$ cat src/rtl/memory_controller.sv
// -----------------------------------------------------------------------------
// memory_controller
//
// Sole owner of the byte-wide RAM/IO port. Arbitrates three level-held
// requesters (store > load > instruction fetch), serialises each access into
// 1, 2 or 4 byte cycles, assembles little-endian read data, sign/zero-extends
// load results and returns a one-cycle finish pulse to the winning requester.
//
// Ports
//   clk_in, rst_in        clock, synchronous active-high reset
//   rdy_in                low = pause, every register holds and mem_wr is 0
//   roll_back             mispredict flush; aborts an in-flight read
//   io_buffer_full        stores into [IO_BASE, IO_TOP] wait while high
//   mem_din/mem_dout      RAM read / write byte
//   mem_a, mem_wr         RAM address and write strobe
//   if_req/if_addr        fetch request; if_finish/if_data response
//   lsb_store/...         store request (SB/SH/SW); finish_store response
//   lsb_load/...          load request (LB/LH/LW/LBU/LHU); finish_load/data_load
// -----------------------------------------------------------------------------
module memory_controller #(
    parameter logic [31:0] IO_BASE = 32'h0003_0000,
    parameter logic [31:0] IO_TOP  = 32'h0003_0007
) (
    input  logic        clk_in,
    input  logic        rst_in,
    input  logic        rdy_in,
    input  logic        roll_back,
    input  logic        io_buffer_full,
    input  logic [7:0]  mem_din,
    output logic [7:0]  mem_dout,
    output logic [31:0] mem_a,
    output logic        mem_wr,
    input  logic        if_req,
    input  logic [31:0] if_addr,
    output logic        if_finish,
    output logic [31:0] if_data,
    input  logic        lsb_store,
    input  logic [31:0] store_address,
    input  logic [31:0] data_store,
    input  logic [2:0]  op_type_store,
    output logic        finish_store,
    input  logic        lsb_load,
    input  logic [31:0] load_address,
    input  logic [2:0]  op_type_load,
    output logic        finish_load,
    output logic [31:0] data_load
);

    typedef enum logic [1:0] {S_IDLE, S_READ, S_WRITE, S_DONE} state_e;
    typedef enum logic [1:0] {K_FETCH, K_LOAD, K_STORE} kind_e;

    // Index of the last byte of an access, from funct3[1:0].
    function automatic logic [1:0] last_index(input logic [1:0] size);
        case (size)
            2'b00:   return 2'd0;
            2'b01:   return 2'd1;
            default: return 2'd3;
        endcase
    endfunction

    function automatic logic [31:0] extend(input logic [2:0] op, input logic [31:0] w);
        case (op)
            3'b000:  return {{24{w[7]}}, w[7:0]};
            3'b001:  return {{16{w[15]}}, w[15:0]};
            3'b100:  return {24'd0, w[7:0]};
            3'b101:  return {16'd0, w[15:0]};
            default: return w;
        endcase
    endfunction

    state_e      state_q, state_d;
    kind_e       kind_q, kind_d;
    logic [31:0] addr_q, addr_d;
    logic [2:0]  op_q, op_d;
    logic [1:0]  last_q, last_d;
    logic [1:0]  idx_q, idx_d;
    logic [31:0] wdata_q, wdata_d;
    logic [31:0] rbuf_q, rbuf_d;
    logic [31:0] mem_a_q, mem_a_d;
    logic        mem_wr_q, mem_wr_d;
    logic [7:0]  mem_dout_q, mem_dout_d;
    logic        if_finish_q, if_finish_d;
    logic        finish_load_q, finish_load_d;
    logic        finish_store_q, finish_store_d;
    logic [31:0] if_data_q, if_data_d;
    logic [31:0] data_load_q, data_load_d;

    logic        store_is_io;
    logic        store_ok;
    logic        accept;
    kind_e       sel_kind;
    logic [31:0] sel_addr;
    logic [2:0]  sel_op;
    logic [1:0]  idx_nxt;
    logic [31:0] rword;

    assign store_is_io = (store_address >= IO_BASE) && (store_address <= IO_TOP);

    // Arbitration: a store blocked on a full IO buffer lets a load or fetch
    // through instead of stalling the whole port.
    // NOTE: every signal written in an always_comb gets a default first so no
    // path leaves it unassigned and no latch is inferred.
    always_comb begin
        store_ok = lsb_store && !(store_is_io && io_buffer_full);
        accept   = !roll_back && (store_ok || lsb_load || if_req);
        sel_kind = K_FETCH;
        sel_addr = if_addr;
        sel_op   = 3'b010;
        if (store_ok) begin
            sel_kind = K_STORE;
            sel_addr = store_address;
            sel_op   = op_type_store;
        end else if (lsb_load) begin
            sel_kind = K_LOAD;
            sel_addr = load_address;
            sel_op   = op_type_load;
        end
    end

    // State register.
    // NOTE: sequential state uses non-blocking assignments so every register
    // samples the pre-edge values regardless of process ordering.
    always_ff @(posedge clk_in) begin
        if (rst_in) state_q <= S_IDLE;
        else        state_q <= state_d;
    end

    // Next-state logic. rdy_in low freezes everything.
    always_comb begin
        state_d = state_q;
        if (rdy_in) begin
            case (state_q)
                S_IDLE:  if (accept) state_d = (sel_kind == K_STORE) ? S_WRITE : S_READ;
                S_READ: begin
                    if (roll_back)            state_d = S_IDLE;
                    else if (idx_q == last_q) state_d = S_DONE;
                end
                // A committed store always runs to completion.
                S_WRITE: if (idx_q == last_q) state_d = S_DONE;
                default: state_d = S_IDLE;
            endcase
        end
    end

    // Datapath / output next-state logic.
    always_comb begin
        idx_nxt = idx_q + 2'd1;
        // Read word with the byte arriving this cycle merged in place.
        rword = rbuf_q;
        rword[{idx_q, 3'b000} +: 8] = mem_din;

        kind_d         = kind_q;
        addr_d         = addr_q;
        op_d           = op_q;
        last_d         = last_q;
        idx_d          = idx_q;
        wdata_d        = wdata_q;
        rbuf_d         = rbuf_q;
        mem_a_d        = mem_a_q;
        mem_wr_d       = mem_wr_q;
        mem_dout_d     = mem_dout_q;
        if_finish_d    = if_finish_q;
        finish_load_d  = finish_load_q;
        finish_store_d = finish_store_q;
        if_data_d      = if_data_q;
        data_load_d    = data_load_q;

        if (rdy_in) begin
            if_finish_d    = 1'b0;
            finish_load_d  = 1'b0;
            finish_store_d = 1'b0;
            case (state_q)
                S_IDLE: begin
                    if (accept) begin
                        kind_d  = sel_kind;
                        addr_d  = sel_addr;
                        op_d    = sel_op;
                        last_d  = last_index(sel_op[1:0]);
                        idx_d   = 2'd0;
                        wdata_d = data_store;
                        rbuf_d  = 32'd0;
                        mem_a_d = sel_addr;
                        if (sel_kind == K_STORE) begin
                            mem_wr_d   = 1'b1;
                            mem_dout_d = data_store[7:0];
                        end
                    end
                end
                S_READ: begin
                    // On roll_back nothing is captured and mem_a is left as is.
                    if (!roll_back) begin
                        rbuf_d = rword;
                        if (idx_q == last_q) begin
                            if (kind_q == K_FETCH) begin
                                if_finish_d = 1'b1;
                                if_data_d   = rword;
                            end else begin
                                finish_load_d = 1'b1;
                                data_load_d   = extend(op_q, rword);
                            end
                        end else begin
                            idx_d   = idx_nxt;
                            mem_a_d = addr_q + {30'd0, idx_nxt};
                        end
                    end
                end
                S_WRITE: begin
                    if (idx_q == last_q) begin
                        mem_wr_d       = 1'b0;
                        finish_store_d = 1'b1;
                    end else begin
                        idx_d      = idx_nxt;
                        mem_a_d    = addr_q + {30'd0, idx_nxt};
                        mem_dout_d = wdata_q[{idx_nxt, 3'b000} +: 8];
                    end
                end
                default: ;
            endcase
        end
    end

    always_ff @(posedge clk_in) begin
        if (rst_in) begin
            kind_q         <= K_FETCH;
            addr_q         <= 32'd0;
            op_q           <= 3'd0;
            last_q         <= 2'd0;
            idx_q          <= 2'd0;
            wdata_q        <= 32'd0;
            rbuf_q         <= 32'd0;
            mem_a_q        <= 32'd0;
            mem_wr_q       <= 1'b0;
            mem_dout_q     <= 8'd0;
            if_finish_q    <= 1'b0;
            finish_load_q  <= 1'b0;
            finish_store_q <= 1'b0;
            if_data_q      <= 32'd0;
            data_load_q    <= 32'd0;
        end else begin
            kind_q         <= kind_d;
            addr_q         <= addr_d;
            op_q           <= op_d;
            last_q         <= last_d;
            idx_q          <= idx_d;
            wdata_q        <= wdata_d;
            rbuf_q         <= rbuf_d;
            mem_a_q        <= mem_a_d;
            mem_wr_q       <= mem_wr_d;
            mem_dout_q     <= mem_dout_d;
            if_finish_q    <= if_finish_d;
            finish_load_q  <= finish_load_d;
            finish_store_q <= finish_store_d;
            if_data_q      <= if_data_d;
            data_load_q    <= data_load_d;
        end
    end

    // A paused cycle must not write; the held byte is reissued on resume.
    assign mem_wr       = mem_wr_q & rdy_in;
    assign mem_a        = mem_a_q;
    assign mem_dout     = mem_dout_q;
    assign if_finish    = if_finish_q;
    assign if_data      = if_data_q;
    assign finish_load  = finish_load_q;
    assign data_load    = data_load_q;
    assign finish_store = finish_store_q;

endmodule

$ cat config.mk
export PLATFORM = sky130hd
export DESIGN_NAME = memory_controller
export DESIGN_NICKNAME = d
export VERILOG_FILES = /design/src/rtl/memory_controller.sv
export SDC_FILE = /design/constraint.sdc
export NUM_CORES = 1
export LEC_CHECK = 0
export CAP_MARGIN = 10
export CORE_ASPECT_RATIO = 0.7
export CORE_MARGIN = 8
export CORE_UTILIZATION = 45
export DETAILED_ROUTE_END_ITERATION = 12
export GPL_TIMING_DRIVEN = 0
export HOLD_SLACK_MARGIN = 0.1
export PLACE_DENSITY = 0.8
export REMOVE_ABC_BUFFERS = 1
export SLEW_MARGIN = 20
export SYNTH_ARGS = -nofsm -noshare
export SYNTH_HDL_FRONTEND = slang
export SYNTH_SLANG_ARGS = --single-unit
$ cat constraint.sdc
create_clock -name clk_in -period 2.75 [get_ports clk_in]
set_clock_uncertainty 0.2 [all_clocks]
set_input_delay 0.4125 -clock clk_in [delete_from_list [all_inputs] [get_ports clk_in]]
set_output_delay 0.4125 -clock clk_in [all_outputs]
set_load 0.005 [all_outputs]
# After elaboration in Yosys (flattened, before gate mapping)
# Index checks and enable logic that the tools add are counted.
[word_totals]
regBits = 215
latchBits = 0
mem_bits_rw = 0
mem_bits_ro = 0
elab_cells = 106
n_memories = 0
[op_classes]
addsub = 3
multipliers = 0
div = 0
n_lt_le_gt_ge = 2
n_eq_ne = 13
shift = 3
n_mux = 43
bitwise_logic = 3
reduce_logical = 23
[op_table]
columns = ["op", "n"]
rows = [
  ["two-way mux 32 bit", 7],
  ["one-hot mux 32 bit (4 select lines)", 1],
  ["one-hot mux 32 bit (3 select lines)", 1],
  ["one-hot mux 32 bit (2 select lines)", 1],
  ["adder 32 x 2 -> 32 bit", 1],
  ["bitwise mux 32 bit", 1],
  ["greater-or-equal comparator 32 x 18 -> 1 bit (second input constant)", 1],
  ["<= comparator 32 x 18 -> 1 bit (second input constant)", 1],
  ["variable shift 8 x 7 -> 32 bit (first input constant)", 1],
  ["variable part select 32 x 6 -> 8 bit", 1],
  ["variable part select 8 x 7 -> 32 bit", 1],
  ["two-way mux 8 bit", 3],
  ["AND reduction 5 bit", 4],
  ["two-way mux 2 bit", 8],
  ["one-hot mux 8 bit (2 select lines)", 1],
  ["two-way mux 1 bit", 14],
  ["one-hot mux 2 bit (3 select lines)", 2],
  ["!= test 2 bit (second input constant)", 5],
  ["AND reduction 4 bit", 2],
  ["negator 5 -> 7 bit", 1],
  ["== test 3 bit (second input constant)", 2],
  ["logical NOT 2 bit", 3],
  ["two-way mux 3 bit", 2],
  ["== test 2 x 1 -> 1 bit (second input constant)", 2],
  ["other kinds (16)", 24],
]

# Longest topological paths before layout
# Gate-level depths: netlist (run 1).
[logic_depth]
ltp_word = 10
mapped_depth = 11
ltp_nobuf = 9

# Worst setup path after synthesis (run 1)
# Ideal clock, no wire load.
[synth_timing]
path_kind = "register -> register"
from = "register idx_q[0]"
to = "register mem_a_q[13] (netlist: mem_a[13])"
t_arrival_ps = 2553
setup_slack_ps = -70
stages_incl_launch_ff = 11
n_path_buf = 1
path_cell_list = "dfxtp_1 inv_1 ha_1 ha_1 a21oi_1 or4_4 buf_6 or4_1 nand3_1 o211ai_1 a21oi_2"
[synth_via]
elab_chain_cells = 5
elab_cells_between_ends = 6
cone_classes = "add/sub (2); eq/ne (1); mux (3)"
[synth_rtl]
columns = ["item", "line", "text"]
rows = [
  ["start, declared", "76", "logic [1:0] idx_q, idx_d;"],
  ["start signal, assigned", "244", "idx_q <= idx_d;"],
  ["adder 2 x 1 -> 2 bit", "147", "idx_nxt = idx_q + 2'd1;"],
  ["adder 32 x 2 -> 32 bit", "203, 213", ""],
  ["two-way mux 32 bit (*)", "193, 208", ""],
  ["two-way mux 32 bit", "191", "if (!roll_back) begin"],
  ["one-hot mux 32 bit (3 select lines) (*)", "172", "case (state_q)"],
  ["end signal, assigned", "247", "mem_a_q <= mem_a_d;"],
  ["end, declared", "79", "logic [31:0] mem_a_q, mem_a_d;"],
]
# Mark *: on every way between the ends. The rest lies on a longest branch, timed or not. The select of a mux whose other input is x is not followed.
# A chain may end at the register's enable or synchronous reset.

# Worst setup path after layout (run 1)
[layout_timing]
from = "input port store_address[5]"
to = "register mem_a_q[9] (netlist: mem_a[9])"
[layout_via]
elab_chain_cells = 10
elab_cells_between_ends = 14
cone_classes = "order compare (2); eq/ne (1); mux (3); reduce/logical (8)"
[layout_rtl]
columns = ["item", "line", "text"]
rows = [
  ["start, declared", "38", "input logic [31:0] store_address,"],
  ["greater-or-equal comparator 32 x 18 -> 1 bit / <= comparator 32 x 18 -> 1 bit (equally long branches)", "97", "assign store_is_io = (store_address >= IO_BASE) && (store_address <= IO_TOP);"],
  ["logical AND 1 bit (*)", "97", ""],
  ["logical AND 1 bit (*)", "104", "store_ok = lsb_store && !(store_is_io && io_buffer_full);"],
  ["logical NOT 1 bit (*)", "104", ""],
  ["logical AND 1 bit (*)", "104", ""],
  ["logical OR 1 bit (2 in a row)", "105", "accept = !roll_back && (store_ok || lsb_load || if_req);"],
  ["logical AND 1 bit", "105", ""],
  ["!= test 2 bit (no line)", "n/a", ""],
  ["AND reduction 4 bit (no line)", "n/a", ""],
]
# Marks and branches as above.

==> results of run 1 <==
power groups by stage:
stage          Clock [mW]  Combinational [mW]  Sequential, mW
6_report             3.42                1.74            3.42
5_1_grt              3.59                1.87            3.44
4_1_cts              3.44                1.66            3.41
3_5_place_dp            0                1.57            3.49
3_3_place_gp            0                1.50            3.48
2_1_floorplan           0               0.724            3.47
flip-flops by register name (all words and copies together), names as in the netlist, 3 cells and up:
signal / cells
addr_q: 32
data_load: 32
if_data: 32
mem_a: 32
rbuf_q: 32
wdata_q: 32
mem_dout: 8
op_q: 3
worst paths after layout:
check | startpoint | to | slack, ps | depth (start not counted)
setup / recovery | store_address[5] | mem_a[9]$_SDFFE_PP0P_ | 40 | 10
setup reg to reg | idx_q[0]$_SDFFE_PP0P_ | mem_a[15]$_SDFFE_PP0P_ | 70 | 9
hold reg to reg | rbuf_q[10]$_SDFFE_PP0P_ | rbuf_q[10]$_SDFFE_PP0P_ | 250 | 2
hold / removal | rst_in | wdata_q[6]$_SDFFE_PP0P_ | 160 | 2
stage by stage:
stage | worst slack [ps] | util, %
after floorplan | -2500 | -
after global placement | -7940 | 57.1
after detailed placement | -1690 | 58.6
after CTS | -13.0 | 63.5
after global routing | -16.5 | 64.3
final | 37.9 | 64.3
cells by family after synthesis:
kind of cell	after synthesis	synth area share [%]
buf+inv	138	5.45
flops	215	41.2
fa+ha+maj	13	1.63
simple gates	547	24.0
compound gates	289	16.6
xor+xnor	24	2.01
mux	79	9.16
routing by layer:
layer | track usage (%) | wire length [um]
met1 | 31.5 | 15300
met3 | 6.75 | 3680
met5 | 0 | 44
met4 | 5.80 | 659
met2 | 36.7 | 15600
layout make-up:
cell class	count	share of cell area, %
Clock inverter	12	1.35
Inverter	38	1.00
Tap cell	312	2.67
Multi-Input combinational cell	955	40.5
Timing Repair Buffer	286	20.7
Clock buffer	29	4.30
Antenna cell	1	0.0171
Sequential cell	215	29.5
repair_timing:
item | 4_1_cts | 5_1_grt
cloned | 1 | 2
buffers inserted | 16 | 2
endpoints found under the hold margin | 0 | 0
gates resized for setup | 29 | 22
pin swaps | 7 | 6
setup endpoints to repair | 213 | 106
cell usage in the layout (no fill, tap or decap), types with 13 or more instances in the layout:
| cell | count |
|---|---|
| o21ai_0 | 40 |
| a211oi_1 | 43 |
| buf_4 | 13 |
| nand2_1 | 243 |
| nand3b_1 | 22 |
| nor3_1 | 41 |
| a21oi_1 | 127 |
| nand3_1 | 42 |
| mux2_2 | 53 |
| xnor2_1 | 13 |
| clkbuf_16 | 24 |
| clkdlybuf4s50_1 | 255 |
| nor2_1 | 126 |
| mux2i_1 | 18 |
| inv_1 | 36 |
| o211ai_1 | 16 |
| dfxtp_1 | 213 |
==> run_results.csv, run 1 <==
group,metric,value,unit
place,dpl_cell_area,0.0133,mm2
cells_and_area,stdcell_count,1848,
sta,setup_tns,0,ps
power,pwr-share-clk,39.8,%
cells_and_area,multi_input_area,0.00591,mm2
synth,synth_most_common_cell,"nand2_1",
setup_path,crit_chain,"clkdlybuf4s50_1 > nor4_4 > nand4_1 > buf_4 > o21ai_4 > buf_12 > buf_16 > mux2_2 > o211ai_1 > a21oi_1",
cells_and_area,fillers,1889,
setup_path,crit_path_start_kind,"primary input",
sta,setup_viol,0,
setup_path,path_class,"primary input to flop",
power,power.total,8.58,mW
cells_and_area,area_growth,39.8,%
place,dp_cells,1785,
routing,vias,10500,
cts,clk_latency,520,ps
synth,synth_top_area_cell,"dfxtp_1",
global_route,antenna_found_initial,4,
setup_path,max_stage_delay,480,ps
cts,cts_buffer_depth,3,
routing,antenna_left,0,
routing,wl,35300,um
sta,fmax,369,MHz
synth,ys_top_cells_by_count,"243 x nand2_1, 215 x dfxtp_1, 131 x a21oi_1",
cts,clk_pin_slew,60,ps
hold_path,min-delay-path-class,"primary input to flop",
power,p_switching,2.36,mW
setup_path,cp_slowest_cell,"nor4_4",
synth,synth_cells,1305,
sta,worst_pin_slew,948,ps
cts,hold_buffers,0,
cts,clkSinkCount,215,
die,die_h,144,um
synth,synth_flop_cell,"dfxtp_1",
setup_path,critPathTopFamily,"buffers and inverters",
cts,cts_tree,"done",
setup_path,cp-end-kind,"flop",
job,drv_cap,0,
die,num_rows,46,
status,status,"completed",
sta,slew_headroom,36.6,%
cells_and_area,drive_gt1_share,12.0,%
place,hpwl,23700,um
global_route,grt_pass1_wl,54600,um
synth,synth_area_leaders,"dfxtp_1 41%, nand2_1 8.7%, a21oi_1 6.3%",
setup_path,cp.arrival,2890,ps
global_route,grt_remaining_overflow,0,
synth,syn-cell-area,0.0105,mm2
sta,hold_ws,161,ps
routing,drc,0,
power,p_per_area,587,mW/mm2
synth,synthArstFlopShare,0,%
cts,cts_root_buffer,"clkbuf_16",
setup_path,critPathMaxFanout,16,
routing,wire_per_inst,19.1,um
synth,synth_edf_count,0,
cells_and_area,nNetsFinal,1682,
cts,htree_num_levels,1,
power,vdd_drop_max,0.403,mV
place,place_congestion,0.809,
global_route,grtUsageTotal,23.5,%
die,dieArea,0.0284,mm2
sta,period_share,98.6,%
cts,cts_buffers,23,
die,initial_core_util,46.0,%
routing,vias_per_cell,5.67,
routing,dr.pass1.iters,5,
cells_and_area,seq_area,0.00431,mm2
power,power_frac_seq,39.9,%
power,sw_frac_of_total,27.5,%
setup_path,path_buf_inv,4,
place,port_buffers,257,
routing,drt_iter0_drc,806,
global_route,grt_pass1_vias,10000,
setup_path,required,2930,ps
die,die_x,198,um
sta,finalHoldViolCount,0,
synth,synth.distinct_cells,60,
power,intPower,6.22,mW
synth,yosys_register_bits,215,
synth,synth_top_area_share,41.2,%
synth,synth.avg_cell_area,8.01,um2
power,power_frac_comb,20.3,%
die,design.core.area,0.0227,mm2
die,ios,258,
sta,rsz0062_at_grt,"yes",
synth,ys.warnings.count,0,
cells_and_area,stdcell_area,0.0146,mm2
global_route,grt_max_degree,125,
sta,maxSlewViolCount,0,
synth,ys_seq_area_share,41.2,%
power,leakagePower,4.88,nW
sta,min_period,2710,ps
(Power assumes the default switching activity.)
==> run 2: changes to the inputs <==
Settings changed: CORE_MARGIN 8 to unset, CORE_UTILIZATION 45 to 54, PLACE_DENSITY 0.8 to 0.89.
Clock period 2.75 ns to 3.5 ns, I/O delays scaled along.
==> run 2 against run 1 <==
Global-route usage is 7.6 points higher; die area decreased by 30%; sequential share of layout area rose by 1.3 points; clock power decreased by 31%; clock-buffer cell count rose by 5; highest routed layer is now met4.
==> run_results.csv, run 2 (synthesized netlist as in run 1, its figures left out) <==
group,metric,value,unit
status,status,"completed",
sta,maxSlewViolCount,0,
cells_and_area,final_common_cell,"clkdlybuf4s50_1",
global_route,grt_pass1_wl,50400,um
setup_path,path_class,"flop to flop",
hold_path,min-delay-path-class,"flop to flop",
setup_path,crit_chain,"inv_1 > ha_4 > ha_1 > a21oi_1 > or4_4 > or4_1 > a31oi_1 > o211ai_1 > o21ai_0",
place,port_buffers,257,
setup_path,cp.depth,9,
die,ios,258,
setup_path,reg2reg_to,"mem_a[15]$_SDFFE_PP0P_",
cells_and_area,drive_gt1_share,9.05,%
global_route,antenna_found_initial,1,
routing,wl,31900,um
cts,hold_buffers,0,
power,leakagePower,4.70,nW
sta,slew_headroom,26.0,%
setup_path,cp_slowest_cell,"or4_4",
place,dp_cells,1712,
die,die_h,118,um
cells_and_area,final_cell_mix,"255 x clkdlybuf4s50_1, 243 x nand2_1, 214 x dfxtp_1",
cts,clk_latency,500,ps
cts,cts_tree,"done",
global_route,top_usage_layer,"met2",
routing,drc,0,
die,design.core.area,0.0189,mm2
routing,vias_per_cell,5.91,
die,num_rows,42,
setup_path,rrSetupSlack,50,ps
die,die_x,168,um
global_route,grt_max_degree,139,
setup_path,critPathTopFamily,"simple AND/OR/NAND/NOR gates",
global_route,met3_usage,6.60,%
die,dieArea,0.0199,mm2
sta,rsz0062_at_grt,"no",
sta,fmax,290,MHz
setup_path,r2r_cells,9,
power,vdd_drop_max,0.295,mV
cts,clk_pin_slew,70,ps
setup_path,required,3700,ps
global_route,grtUsageTotal,31.1,%
place,place_congestion,0.874,
cts,cts_buffers,22,
setup_path,path_buf_inv,1,
setup_path,max_stage_delay,560,ps
global_route,grt_remaining_overflow,0,
setup_path,cp.arrival,3650,ps
cells_and_area,stdcell_count,1756,
sta,setup_tns,0,ps
die,initial_core_util,55.2,%
setup_path,worstSetupEndpoint,"mem_a[15]$_SDFFE_PP0P_",
sta,setup_viol,0,
setup_path,crit_path_start_kind,"flop",
cells_and_area,area_growth,34.0,%
power,p_per_area,451,mW/mm2
routing,antenna_left,0,
routing,dr.pass1.iters,5,
setup_path,reg2reg_from,"idx_q[0]$_SDFFE_PP0P_",
global_route,grt_pass1_vias,9969,
cts,cts_buffer_depth,3,
sta,min_period,3450,ps
global_route,met2_usage,49.8,%
routing,wire_per_inst,18.2,um
setup_path,cp-end-kind,"flop",
cts,cts_root_buffer,"clkbuf_16",
global_route,use_met1,41.9,%
hold_path,worstHoldStart,"rbuf_q[16]$_SDFFE_PP0P_",
place,hpwl,21600,um
cells_and_area,nNetsFinal,1662,
cts,htree_num_levels,1,
cts,clkSinkCount,215,
setup_path,critPathMaxFanout,16,
routing,drt_iter0_drc,1173,
routing,vias,10400,
sta,period_share,98.6,%
setup_path,crit_start,"idx_q[0]$_SDFFE_PP0P_",
sta,finalHoldViolCount,0,
cells_and_area,fillers,1376,
job,drv_cap,0,
sta,worst_pin_slew,1110,ps
run 2: cell count changes in the layout (fill, tap and decap cells not counted), moves of 3 or more:
cell,previous run,this run
clkinvlp_4,3,0
ha_2,4,1
clkbuf_8,3,6
bufinv_16,5,1
ha_1,4,9
buf_4,13,4
buf_6,3,0
run 2: through the flow:
| stage | setup WS, ps | power, mW | utilization, % | hold slack, ps | instance area, um2 |
|---|---|---|---|---|---|
| floorplan | -1860 | 3.30 | - | 226 | 10000 |
| global placement | -6500 | 3.89 | 68.2 | 237 | 12900 |
| detailed placement | -824 | 3.95 | 69.6 | 245 | 13200 |
| CTS | 148 | 6.29 | 73.9 | 253 | 14000 |
| global route | 5.67 | 6.53 | 74.0 | 272 | 14000 |
| finish | 50.0 | 6.31 | 74.0 | 251 | 14000 |
run 2: final cells by class:
class | instances | area [um2] | share of cell area [%]
multi-input cells | 952 | 5690 | 40.7
flip-flops and latches | 215 | 4310 | 30.8
repair buffers | 270 | 2830 | 20.2
clock buffers | 34 | 677 | 4.83
well taps | 242 | 303 | 2.16
inverters | 38 | 143 | 1.02
clock inverters | 4 | 48.8 | 0.348
diodes | 1 | 2.50 | 0.0179
run 2: layer usage:
metal | wire, um | share of wire (%)
met1 | 13800 | 43
met2 | 14300 | 45
met3 | 3000 | 9.4
met4 | 826 | 2.6
met5 | 0 | 0
run 2: where the power goes:
part	leakage, nW	total [mW]	internal, mW	switching, mW
registers	1.75	2.70	2.59	0.111
logic	2.59	1.25	0.603	0.643
clock network	0.359	2.37	1.40	0.969
total	4.70	6.31	4.59	1.72
run 2: how the worst min path moves through the flow:
stage / endpoint / slack, ps / cells past startpoint
floorplan: rbuf_q[10]$_SDFFE_PP0P_ / 230 / 2
global placement: rbuf_q[9]$_SDFFE_PP0P_ / 240 / 2
detailed placement: rbuf_q[16]$_SDFFE_PP0P_ / 250 / 2
CTS: rbuf_q[16]$_SDFFE_PP0P_ / 250 / 2
global route: mem_a[7]$_SDFFE_PP0P_ / 270 / 2
finish: rbuf_q[16]$_SDFFE_PP0P_ / 250 / 2
run 2: tightest hold or removal path, cell delays in order, from the launching register on:
cell,delay [ps]
dfxtp_1,310
nand2_1,50
a21oi_1,50
run 2: what timing repair did:
| item | CTS | global route |
|---|---|---|
| hold endpoints to repair | 0 | 0 |
| pin swaps | 1 | 0 |
| endpoints found under the setup margin | 177 | 27 |
| setup buffers | 5 | 0 |
| resized for setup | 8 | 3 |
